$ cat config.mk
export PLATFORM = sky130hd
export DESIGN_NAME = fetch_pc_unit
export DESIGN_NICKNAME = d
export VERILOG_FILES = /design/src/rtl/fetch_pc_unit.sv
export SDC_FILE = /design/constraint.sdc
export NUM_CORES = 1
export LEC_CHECK = 0
export CELL_PAD_IN_SITES_DETAIL_PLACEMENT = 1
export CELL_PAD_IN_SITES_GLOBAL_PLACEMENT = 1
export CORE_AREA = 2 2 149 151
export DETAILED_ROUTE_END_ITERATION = 10
export DIE_AREA = 0 0 151 153
export MAX_ROUTING_LAYER = met4
export PLACE_DENSITY = 0.86
export SKIP_LAST_GASP = 1
export SYNTH_ARGS = -nofsm -noshare
export SYNTH_HDL_FRONTEND = slang
export SYNTH_SLANG_ARGS = --single-unit
$ cat constraint.sdc
create_clock -name clk -period 5.4 [get_ports clk]
set_clock_uncertainty 0.15 [all_clocks]
set_input_delay 0.54 -clock clk [delete_from_list [all_inputs] [get_ports clk]]
set_output_delay 0.54 -clock clk [all_outputs]
set_load 0.02 [all_outputs]
$ cat src/rtl/fetch_pc_unit.sv
// fetch_pc_unit: architectural PC, imem fetch FSM, commit-time next-PC select, retire counter and misalignment trap
module fetch_pc_unit #(
    parameter int XLEN = 32,
    parameter logic [XLEN-1:0] RESET_PC = '0
) (
    input  logic            clk,
    input  logic            rst,
    output logic            imem_req_valid,
    input  logic            imem_req_ready,
    output logic [XLEN-1:0] imem_addr,
    input  logic            imem_rsp_valid,
    input  logic [31:0]     imem_rsp_data,
    output logic            inst_valid,
    output logic [31:0]     inst,
    output logic [XLEN-1:0] inst_pc,
    input  logic            commit,
    input  logic [1:0]      pc_sel,
    input  logic [XLEN-1:0] branch_offset,
    input  logic [XLEN-1:0] alu_result,
    output logic            misaligned_trap,
    output logic [XLEN-1:0] instret
);
    typedef enum logic [2:0] {S_IDLE, S_REQ, S_WAIT, S_HOLD, S_TRAP} state_t;
    state_t          r_state, w_next;
    logic [XLEN-1:0] r_pc, r_inst_pc, r_instret, w_target;
    logic [31:0]     r_inst;
    logic            r_inst_valid, r_trap, w_commit, w_rsp;
    assign w_commit = (r_state == S_HOLD) && commit;
    assign w_rsp    = (r_state == S_WAIT) && imem_rsp_valid;
    always_comb begin
        w_target = pc_sel == 2'd1 ? r_pc + branch_offset :
                   pc_sel == 2'd2 ? alu_result & ~XLEN'(1) : r_pc + XLEN'(4);
    end
    always_comb begin
        w_next = r_state;
        case (r_state)
            S_IDLE:  w_next = S_REQ;
            S_REQ:   w_next = imem_req_ready ? S_WAIT : S_REQ;
            S_WAIT:  w_next = imem_rsp_valid ? S_HOLD : S_WAIT;
            S_HOLD:  w_next = !commit ? S_HOLD : w_target[1] ? S_TRAP : S_REQ;
            S_TRAP:  w_next = S_TRAP;
            default: w_next = S_IDLE;
        endcase
    end
    always_ff @(posedge clk) begin
        if (rst) begin
            r_state      <= S_IDLE;
            r_pc         <= RESET_PC;
            r_inst       <= '0;
            r_inst_pc    <= RESET_PC;
            r_inst_valid <= 1'b0;
            r_trap       <= 1'b0;
            r_instret    <= '0;
        end else begin
            r_state <= w_next;
            if (w_rsp) begin
                r_inst       <= imem_rsp_data;
                r_inst_pc    <= r_pc;
                r_inst_valid <= 1'b1;
            end
            if (w_commit) begin
                r_instret    <= r_instret + XLEN'(1);
                r_inst_valid <= 1'b0;
                if (w_target[1]) r_trap <= 1'b1;
                else r_pc <= w_target;
            end
        end
    end
    assign imem_req_valid  = r_state == S_REQ;
    assign imem_addr       = r_pc;
    assign inst_valid      = r_inst_valid;
    assign inst            = r_inst;
    assign inst_pc         = r_inst_pc;
    assign misaligned_trap = r_trap;
    assign instret         = r_instret;
endmodule

**Yosys cells after proc, flatten, opt, wreduce, memory -nomap -nowiden**

Index checks and enable logic that the tools add are counted.

- Flip-flop bits (word level): 131
- Input port bits: 103
- Output and inout bits: 131

- Add/sub/neg operators: 3
- Eq/ne operators: 6
- Muxes and demuxes: 7
- Bitwise logic cells: 1
- Reductions and logical operators: 6

Operators by type and width:

| operator | number |
|---|---|
| 32-bit 2-to-1 mux | 2 |
| 32-bit by 1-bit adder with 32-bit output (second input constant) | 1 |
| 32-bit by 3-bit adder with 32-bit output (second input constant) | 1 |
| 32-bit adder | 1 |
| 3-bit case mux with 5 select lines | 1 |
| 3-bit by 2-bit == test with 1-bit output (second input constant) | 2 |
| 3-bit 2-to-1 mux | 2 |
| 2-bit AND reduction | 2 |
| 3-bit by 1-bit == test with 1-bit output (second input constant) | 1 |
| 3-bit == test (second input constant) | 1 |
| 3-bit zero test | 1 |
| 2-bit by 1-bit == test with 1-bit output (second input constant) | 1 |
| 2-bit == test (second input constant) | 1 |
| 1-bit logical AND | 2 |
| 2-bit 2-to-1 mux | 1 |
| 2-bit OR reduction | 1 |
| 1-bit 2-to-1 mux | 1 |
| 1-bit NOT | 1 |

**Logic depth before layout (Yosys ltp)**

Gate-level depths: netlist of the first run.

- Word-level depth: 6
- Mapped depth: 11

**Worst setup path after synthesis of the first run**

OpenSTA, ideal clock, no wires.

- Path type: in2reg
- Start: in branch_offset[3]
- End: reg r_pc[25] (netlist: imem_addr[25])
- Library setup time: 0.122 ns
- Data arrival time: 2.431 ns
- Data required time: 5.128 ns
- Path slack: 2.697 ns
- Stages: 9
- Cells stage by stage: ha_1 a21oi_2 a211oi_2 a211oi_2 o41ai_2 a31o_2 a311oi_2 nor4_1 a221o_1

- Cells in the longest elaborated chain, start to end: 2

RTL lines:

| what | line | text |
|---|---|---|
| start: declaration | 18 | `input logic [XLEN-1:0] branch_offset,` |
| 32-bit adder | 31 | `w_target = pc_sel == 2'd1 ? r_pc + branch_offset :` |
| 32-bit 2-to-1 mux | 31 |  |
| end signal: assignment | 65 | `else r_pc <= w_target;` |
| end: declaration | 25 | `logic [XLEN-1:0] r_pc, r_inst_pc, r_instret, w_target;` |

Every way passes these cells.
A chain may end at the register's enable or synchronous reset.

**Worst setup path after layout of the first run**

- Start: in pc_sel[1]
- End: reg r_pc[15] (netlist: imem_addr[15])

- Cells in the longest elaborated chain, start to end: 5
- Elaborated cells on any way between the ends: 6
- Those cells by class: eq/ne: 2; mux: 2; bitwise: 1; reduce/logical: 1

RTL lines:

| what | line | text |
|---|---|---|
| start: declaration | 17 | `input logic [1:0] pc_sel,` |
| 2-bit == test | 32 | `pc_sel == 2'd2 ? alu_result & ~XLEN'(1) : r_pc + XLEN'(4);` |
| 32-bit 2-to-1 mux | 32 |  |
| 32-bit 2-to-1 mux (*) | 31 |  |
| 1-bit NOT (no line) | - |  |
| 2-bit AND reduction (no line) | - |  |

Mark *: on every way between the ends. The rest lies on a longest branch, timed or not.

==> out/metrics.yaml, run 1 <==
placed_design:
  globalplace.congestion: 0.917
  hpwlAfterDp_um: 21200
  dp_worst_setup_slack_ps: 1300
  port_buffers: 230
power_and_ir_drop:
  switching_share: 0.261
  leakagePower_nw: 3.79
  irDropWorstVdd_v: 0.000193
  power_density_nw_per_um2: 234
  power_w: 0.00251
  internal_power_w: 0.00185
  combPwrFrac: 0.122
  clkPwrFrac: 0.482
  power_frac_seq: 0.396
  p_switching_w: 0.000655
synthesis:
  synth_top_area_cell: "dfxtp_1"
  synth_top_area_share: 0.342
  syn-cell-area_um2: 7670
  netlist_top_cells_area: "dfxtp_1 34%, nand2_1 9.7%, a21oi_1 8.9%"
  yosys_warnings: 0
  syn_inst: 1021
  async_reset_ff_frac: 0
  synth_seq_cells: 131
  synth_edf_count: 0
  ys_types: 72
  avgSynthCellArea_um2: 7.51
  synth_flop_cell: "dfxtp_1"
  yosysSeqAreaShare: 0.342
cts:
  cts_setup_buffers: 0
  cts_resized: 0
  tritoncts: "done"
  htreeDepth: 4
  cts.sinks: 131
  path_clk_slew_ps: 60
  cts-root-buf: "clkbuf_16"
  clk_latency_ps: 420
  cts_buffer_depth: 2
  ctsHoldBuffers: 0
  numCtsBuffers: 17
timing:
  worst_slew_pin_slew_ps: 999
  hold_violations: 0
  fin_setup_tns_ps: 0
  rsz0062_at_grt: "false"
  min_period_ps: 3750
  finalCritPeriodShare: 0.694
  report.final.slew_viol_count: 0
  setup_viol: 0
  layout_setup_ws_ps: 1650
  whs_ps: 304
  slew_headroom: 0.334
  clock.fmax_ghz: 0.267
setup_path:
  r2r_cells: 9
  worst_ep_required_time_ps: 5590
  critical_path_class: "primary input to flip-flop"
  endpoint_kind: "flip-flop"
  cp_max_fo: 31
  rrSetupSlack_ps: 2140
  worstPathArrival_ps: 3940
  r2r_end: "imem_addr[24]"
  start_kind: "primary input"
  reg2reg_from: "imem_addr[7]"
min_path:
  min_to: "inst_pc[29]"
  hold_path_depth: 2
  holdCritStartpoint: "inst_pc[29]"
  hp-class: "flip-flop to flip-flop"
floorplanning:
  coreArea_um2: 21500
  fp.dieH_um: 153
  io_pins: 234
  die_width_um: 151
  rows: 54
  die-area_um2: 23100
  start_util: 0.357
routing:
  wire_per_inst_um: 19.2
  drt-total-wl_um: 29000
  vias: 8269
  drc: 0
  ant_nets: 0
  firstDrtPassIters: 5
  routed_via_density: 5.48
  drtIter0Drc: 521
finish:
  area_delta_synth_final_pct: 40.0
  multi_input_area_um2: 4760
  layout-drive-gt1-share: 0.0513
  fin_util: 0.500
  nFillCells: 2593
  register_area_um2: 2620
  nets: 1354
flow_run:
  maxCapViolations: 0
grt:
  grt_pass1_wl_um: 45500
  grt_pass1_vias: 8403
  grtUsageTotal: 0.257
  grt_start_max_net_pins: 80
  grt_overflow: 0
  antenna_found_initial: 1
outcome:
  status: "finished clean"
## stage by stage
stage	cells	area, um^2
finish	1510	10700
detailed placement	1477	10100
global placement	1477	10100
floorplan	1022	7670
global route	1510	10700
CTS	1509	10700
## sequential cells by signal (all words and copies together) (netlist names)
register,cells
misaligned_trap,1
inst,32
imem_addr,31
r_state,3
instret,32
inst_valid,1
inst_pc,31
## synth_stat cells, drive strengths merged (2+ instances only)
cell / number
a2111oi: 6
a211oi: 16
a21boi: 3
a21o: 10
a21oi: 137
a221oi: 3
a222oi: 2
a22oi: 2
a311oi: 3
a31o: 2
a31oi: 6
and2: 5
and3: 18
and4: 3
buf: 21
clkbuf: 41
dfxtp: 131
ha: 35
inv: 10
mux2i: 9
nand2: 200
nand2b: 5
nand3: 31
nand3b: 4
nand4: 24
nor2: 90
nor2b: 5
nor3: 22
nor3b: 5
nor4: 4
o211a: 2
o211ai: 3
o21a: 4
o21ai: 52
o21bai: 4
o221ai: 4
o22ai: 2
o31ai: 6
o41ai: 4
or3: 14
xnor2: 29
xor2: 30
## critical path: stages
cell and delay, ps:
clkdlybuf4s50_1 450, inv_1 70, ha_1 140, buf_4 350
inv_2 190, and3_1 220, a21oi_1 300, nand2_1 620
nor2_1 680, a22oi_1 180, a21oi_1 180
## how the worst max path moves through the flow
stage                      from             to  slack (ps)
2_1_floorplan  branch_offset[3]  imem_addr[25]        2700
3_3_place_gp          pc_sel[0]  imem_addr[12]        1380
3_5_place_dp          pc_sel[1]  imem_addr[12]        1300
4_1_cts               pc_sel[1]  imem_addr[15]        1690
5_1_grt               pc_sel[1]  imem_addr[12]        1290
6_report              pc_sel[1]  imem_addr[15]        1650
## final cells by class
cell class                      instances  share of cell area
Antenna cell                            1            0.000233
Clock buffer                           19              0.0403
Clock inverter                         13              0.0163
Inverter                               11             0.00385
Multi-Input combinational cell        818               0.443
Sequential cell                       131               0.244
Tap cell                              280              0.0326
Timing Repair Buffer                  237               0.219
## power groups by stage
stage,sequential [W],combinational [W],clock (W)
2_1_floorplan,0.00102,0.000148,0
3_3_place_gp,0.00102,0.000296,0
3_5_place_dp,0.00102,0.000303,0
4_1_cts,0.000994,0.000305,0.00122
5_1_grt,0.000996,0.000332,0.00127
6_report,0.000994,0.000306,0.00121
## per-layer routing
layer / GRT usage / share of wire / wire length (um) / vias to the layer above
met5: - / 0 / 0 / -
met4: 0.0806 / 0.019 / 552 / 0
met3: 0.0409 / 0.047 / 1370 / 40
met2: 0.437 / 0.50 / 14500 / 230
met1: 0.309 / 0.44 / 12600 / 3997
li1: - / - / - / 4002
## cell families (layout without fill, tap and decap cells)
kind of cell    count (synthesis)  after routing  share of synthesized area
fa+ha+maj                      35             35                     0.0571
other cells                     1              3                   0.000489
flops                         131            131                      0.342
mux                            10             10                     0.0132
compound gates                278            278                      0.225
simple gates                  434            434                      0.257
xor+xnor                       59             59                     0.0674
buf+inv                        73            280                     0.0385
## layout by cell type, fill, tap and decap left out, types with 6 or more instances in the layout
master / n
nand2_1: 199
nand4_1: 23
nand3_1: 31
dfxtp_1: 131
o21ai_1: 11
buf_4: 8
a21o_1: 10
xor2_1: 30
ha_1: 35
o21ai_0: 41
and3_1: 18
xnor2_1: 29
nor2_1: 87
clkdlybuf4s50_1: 229
a211oi_1: 13
a31oi_1: 6
nor3_1: 22
or3_1: 14
a21oi_1: 136
mux2i_1: 9
clkbuf_16: 17
inv_1: 9
No activity file was read; power rests on OpenSTA's default activity.
==> inputs of run 2 (changes only) <==
--- a/config.mk
+++ b/config.mk
@@ -7,11 +7,11 @@
 export LEC_CHECK = 0
 export CELL_PAD_IN_SITES_DETAIL_PLACEMENT = 1
 export CELL_PAD_IN_SITES_GLOBAL_PLACEMENT = 1
-export CORE_AREA = 2 2 149 151
+export CORE_AREA = 2 2 161 163
 export DETAILED_ROUTE_END_ITERATION = 10
-export DIE_AREA = 0 0 151 153
+export DIE_AREA = 0 0 163 165
 export MAX_ROUTING_LAYER = met4
-export PLACE_DENSITY = 0.86
+export PLACE_DENSITY = 0.78
 export SKIP_LAST_GASP = 1
 export SYNTH_ARGS = -nofsm -noshare
 export SYNTH_HDL_FRONTEND = slang
==> constraint.sdc (replaced) <==
create_clock -name clk -period 3.4 [get_ports clk]
set_clock_uncertainty 0.15 [all_clocks]
set_input_delay 0.34 -clock clk [delete_from_list [all_inputs] [get_ports clk]]
set_output_delay 0.34 -clock clk [all_outputs]
set_load 0.02 [all_outputs]
==> run 2 against run 1 <==
  * Flip-flop and latch count unchanged
  * Highest routed layer unchanged
  * Sequential share of layout area is 0.68 points lower
  * Die area increased by 16%
  * First-iteration DRC count up 15%
  * Register-to-register slack got worse by 1700 ps
  * Worst hold slack worse by 1.8 ps
  * Setup slack got worse by 1200 ps
  * Combinational power increased by 68%
  * Final cell count grew 5.6%
  * Via count up 1.9%
  * Clock power grew 53%
  * Utilization is 5.9 points lower
==> out/metrics.yaml, run 2 (synthesized netlist as in run 1, its figures left out) <==
timing:
  finalCritPeriodShare: 0.881
  rsz0062_at_grt: "false"
  slew_headroom: 0.292
  setup_viol: 0
  report.final.slew_viol_count: 0
  hold_violations: 0
  min_period_ps: 2990
  worst_slew_pin_slew_ps: 1060
  clock.fmax_ghz: 0.334
  fin_setup_tns_ps: 0
routing:
  drc: 0
  top_layer_used: "met4"
  routed_via_density: 5.29
  drtIter0Drc: 600
  vias: 8427
  drt-total-wl_um: 30000
  ant_nets: 0
  wl_met2_um: 14800
  wire_per_inst_um: 18.8
  firstDrtPassIters: 5
  wl_met3_um: 1360
  wl_met1_um: 13500
finish:
  nets: 1388
  fin_util: 0.441
  area_delta_synth_final_pct: 44.0
  layout-drive-gt1-share: 0.0784
  fin_area_um2: 11000
  multi_input_area_um2: 4760
  final_common_cell: "clkdlybuf4s50_1"
  register_area_um2: 2620
  nFillCells: 3050
  most-common-layout-cells: "229 x clkdlybuf4s50_1, 199 x nand2_1, 136 x a21oi_1, 131 x dfxtp_1, 87 x nor2_1"
floorplanning:
  rows: 58
  die-area_um2: 26900
  start_util: 0.306
  fp.dieH_um: 165
  coreArea_um2: 25000
  die_width_um: 163
  io_pins: 234
grt:
  grt_pass1_wl_um: 46200
  grt_start_max_net_pins: 87
  grtUsageTotal: 0.226
  grt_overflow: 0
  antenna_found_initial: 1
  grt_pass1_vias: 8480
flow_run:
  maxCapViolations: 0
cts:
  cts-root-buf: "clkbuf_16"
  path_clk_slew_ps: 70
  htreeDepth: 4
  tritoncts: "done"
  cts_setup_buffers: 0
  cts_buffer_depth: 2
  cts.sinks: 131
  cts_resized: 0
  numCtsBuffers: 17
  clk_latency_ps: 440
  ctsHoldBuffers: 0
outcome:
  status: "finished clean"
placed_design:
  globalplace.congestion: 0.903
  hpwlAfterDp_um: 22400
  place_area_um2: 10500
  port_buffers: 230
setup_path:
  worstPathArrival_ps: 3190
  start_kind: "flip-flop"
  endpoint_kind: "flip-flop"
  cp_max_fo: 8
  worst_ep_required_time_ps: 3600
  critical_path_class: "flip-flop to flip-flop"
power_and_ir_drop:
  power_density_nw_per_um2: 357
  leakagePower_nw: 3.96
  irDropWorstVdd_v: 0.000239
min_path:
  hp-class: "primary input to flip-flop"
-- run 2: cell types whose count changed in the layout (fill, tap and decap cells not counted), sizes merged --
| cell | before | now |
|---|---|---|
| clkbuf | 19 | 17 |
| bufinv | 3 | 0 |
| inv | 14 | 21 |
| clkinv | 5 | 3 |
| buf | 8 | 42 |
-- run 2: per-layer routing --
metal	track usage	vias to the layer above
met4	0.0567	0
met1	0.284	4100
met3	0.0344	28
met2	0.383	241
met5	-	-
li1	-	4058
-- run 2: stage by stage --
stage          hold slack [ps]  std cells  setup slack, ps  total power, W
5_1_grt                    294       1594              155         0.00410
3_3_place_gp               291       1561             41.3         0.00211
4_1_cts                    291       1593              404         0.00398
3_5_place_dp               297       1561             33.0         0.00212
6_report                   302       1594              406         0.00394
2_1_floorplan              307       1022              700         0.00186
-- run 2: final timing paths --
| path | slack [ps] | from | to | depth (start not counted) |
|---|---|---|---|---|
| max | 410 | imem_addr[4] | imem_addr[24] | 9 |
| min | 300 | imem_rsp_data[2] | inst[2] | 3 |
| max reg2reg | 410 | imem_addr[4] | imem_addr[24] | 9 |
| min reg2reg | 300 | inst_pc[21] | inst_pc[21] | 2 |
-- run 2: area by class of cell --
class	count	area share
clock buffer	17	0.0385
tap	330	0.0374
timing repair buffer	271	0.237
inverter	11	0.00374
multi-input combinational	818	0.431
sequential	131	0.237
antenna	1	0.000227
clock inverter	15	0.0146
-- run 2: where the power goes --
part	leakage, nW	internal [W]	switching [W]
clock	0.284	0.000988	0.000867
combinational	2.62	0.000241	0.000273
sequential	1.06	0.00155	0.0000193
total	3.96	0.00278	0.00116
-- run 2: critical path, stage by stage (launching register included) --
cell	delay, ps
dfxtp_1	410
ha_1	310
a2111oi_0	470
o21ai_1	240
nand4_1	270
a21oi_1	140
or3_1	340
a21oi_1	190
xor2_1	100
a221oi_1	280
==> inputs of run 3 (changes only) <==
--- a/config.mk
+++ b/config.mk
@@ -5,12 +5,12 @@
 export SDC_FILE = /design/constraint.sdc
 export NUM_CORES = 1
 export LEC_CHECK = 0
+export ABC_AREA = 0
 export CELL_PAD_IN_SITES_DETAIL_PLACEMENT = 1
 export CELL_PAD_IN_SITES_GLOBAL_PLACEMENT = 1
 export CORE_AREA = 2 2 161 163
 export DETAILED_ROUTE_END_ITERATION = 10
 export DIE_AREA = 0 0 163 165
-export MAX_ROUTING_LAYER = met4
 export PLACE_DENSITY = 0.78
 export SKIP_LAST_GASP = 1
 export SYNTH_ARGS = -nofsm -noshare
==> run 3 against run 2 <==
  * Wire length grew 0.11%
  * Highest routed layer unchanged
  * Count of clock-buffer cells in the layout did not move
  * Final cell count unchanged
  * Global-route usage decreased by 0.67 points
  * Setup slack better by 8.6 ps
  * Design area unchanged
  * Power about the same
  * Utilization stayed put
  * Largest cell class unchanged
  * Critical path depth unchanged
  * Flip-flop and latch count unchanged
  * Maximum frequency rose by 0.29%
  * Non-clock buffer count is the same
==> out/metrics.yaml, run 3 (synthesized netlist as in run 1, its figures left out) <==
outcome:
  status: "finished clean"
timing:
  report.final.slew_viol_count: 0
  whs_ps: 303
  min_period_ps: 2990
  hold_violations: 0
  finalCritPeriodShare: 0.878
  clock.fmax_ghz: 0.335
  setup_viol: 0
  fin_setup_tns_ps: 0
  worst_slew_pin_slew_ps: 1090
  slew_headroom: 0.273
  rsz0062_at_grt: "false"
routing:
  ant_nets: 0
  drt-total-wl_um: 30100
  drtIter0Drc: 567
  routed_via_density: 5.31
  drc: 0
  vias: 8461
  firstDrtPassIters: 4
  wire_per_inst_um: 18.9
setup_path:
  worstPathArrival_ps: 3180
  reg2reg_from: "imem_addr[4]"
  critPathLaunch: "imem_addr[4]"
  start_kind: "flip-flop"
  endpoint_kind: "flip-flop"
  critical_path_class: "flip-flop to flip-flop"
  cp_max_fo: 8
  worst_ep_required_time_ps: 3600
power_and_ir_drop:
  leakagePower_nw: 3.96
  irDropWorstVdd_v: 0.000236
  power_frac_seq: 0.399
  power_density_nw_per_um2: 357
  combPwrFrac: 0.131
  internal_power_w: 0.00278
  switching_share: 0.294
  clkPwrFrac: 0.470
  p_switching_w: 0.00116
floorplanning:
  fp.dieH_um: 165
  io_pins: 234
  die-area_um2: 26900
  start_util: 0.306
  die_width_um: 163
  rows: 58
  coreArea_um2: 25000
finish:
  final_common_cell: "clkdlybuf4s50_1"
  nets: 1388
  area_delta_synth_final_pct: 44.0
  layout-drive-gt1-share: 0.0784
  fin_area_um2: 11000
  most-common-layout-cells: "229 x clkdlybuf4s50_1, 199 x nand2_1, 136 x a21oi_1, 131 x dfxtp_1, 87 x nor2_1"
cts:
  cts_setup_buffers: 0
  numCtsBuffers: 17
  cts.sinks: 131
  tritoncts: "done"
  ctsHoldBuffers: 0
  cts_buffer_depth: 2
  clk_latency_ps: 430
  cts-root-buf: "clkbuf_16"
  cts_resized: 0
  htreeDepth: 4
  path_clk_slew_ps: 80
grt:
  antenna_found_initial: 1
  grt_pass1_wl_um: 46200
  grt_overflow: 0
  grtUsageTotal: 0.220
  grt_pass1_vias: 8485
  grt_start_max_net_pins: 87
placed_design:
  port_buffers: 230
  hpwlAfterDp_um: 22400
  place_area_um2: 10500
  globalplace.congestion: 0.889
flow_run:
  maxCapViolations: 0
min_path:
  hp-class: "flip-flop to flip-flop"
  holdCritStartpoint: "inst_pc[21]"
-- run 3: cell counts in the layout (fill, tap and decap cells not counted) --
Identical to the previous run, type by type.
-- run 3: power by group through the flow --
stage | combinational (W) | clock [W] | sequential, W
after floorplan | 0.000236 | 0 | 0.00162
after global placement | 0.000503 | 0 | 0.00161
after detailed placement | 0.000511 | 0 | 0.00161
after CTS | 0.000515 | 0.00189 | 0.00157
after global routing | 0.000558 | 0.00196 | 0.00157
final | 0.000514 | 0.00185 | 0.00157
-- run 3: worst paths after layout --
path | slack [ps] | endpoint | cells past startpoint
max | 410 | imem_addr[24] | 9
min | 300 | inst_pc[21] | 2
max reg2reg | 410 | imem_addr[24] | 9
min reg2reg | 300 | inst_pc[21] | 2
-- run 3: through the flow --
stage,util,instances,setup WS [ps],total power [W]
3_5_place_dp,0.418,1561,33.0,0.00212
5_1_grt,0.441,1594,155,0.00410
2_1_floorplan,-,1022,700,0.00186
4_1_cts,0.441,1593,404,0.00398
6_report,0.441,1594,415,0.00394
3_3_place_gp,0.418,1561,41.3,0.00211
-- run 3: area by class of cell --
| class | instances | area (um^2) |
|---|---|---|
| fillers | 3050 | 14000 |
| repair buffers | 271 | 2620 |
| flip-flops and latches | 131 | 2620 |
| well taps | 330 | 413 |
| diodes | 1 | 2.50 |
| inverters | 11 | 41.3 |
| clock inverters | 15 | 161 |
| clock buffers | 17 | 425 |
| multi-input cells | 818 | 4760 |
-- run 3: layer usage --
metal  wire, um  GRT usage  part of all wire
met2      14800      0.384              0.49
met5          0          0                 0
met3       1500     0.0362             0.050
met1      13400      0.282              0.45
met4        329     0.0567             0.011
-- run 3: worst max-delay path, cell delays in order (launching register included) --
cell and delay (ps):
dfxtp_1 410, ha_1 310, a2111oi_0 470, o21ai_1 240
nand4_1 270, a21oi_1 140, or3_1 340, a21oi_1 200
xor2_1 100, a221oi_1 280
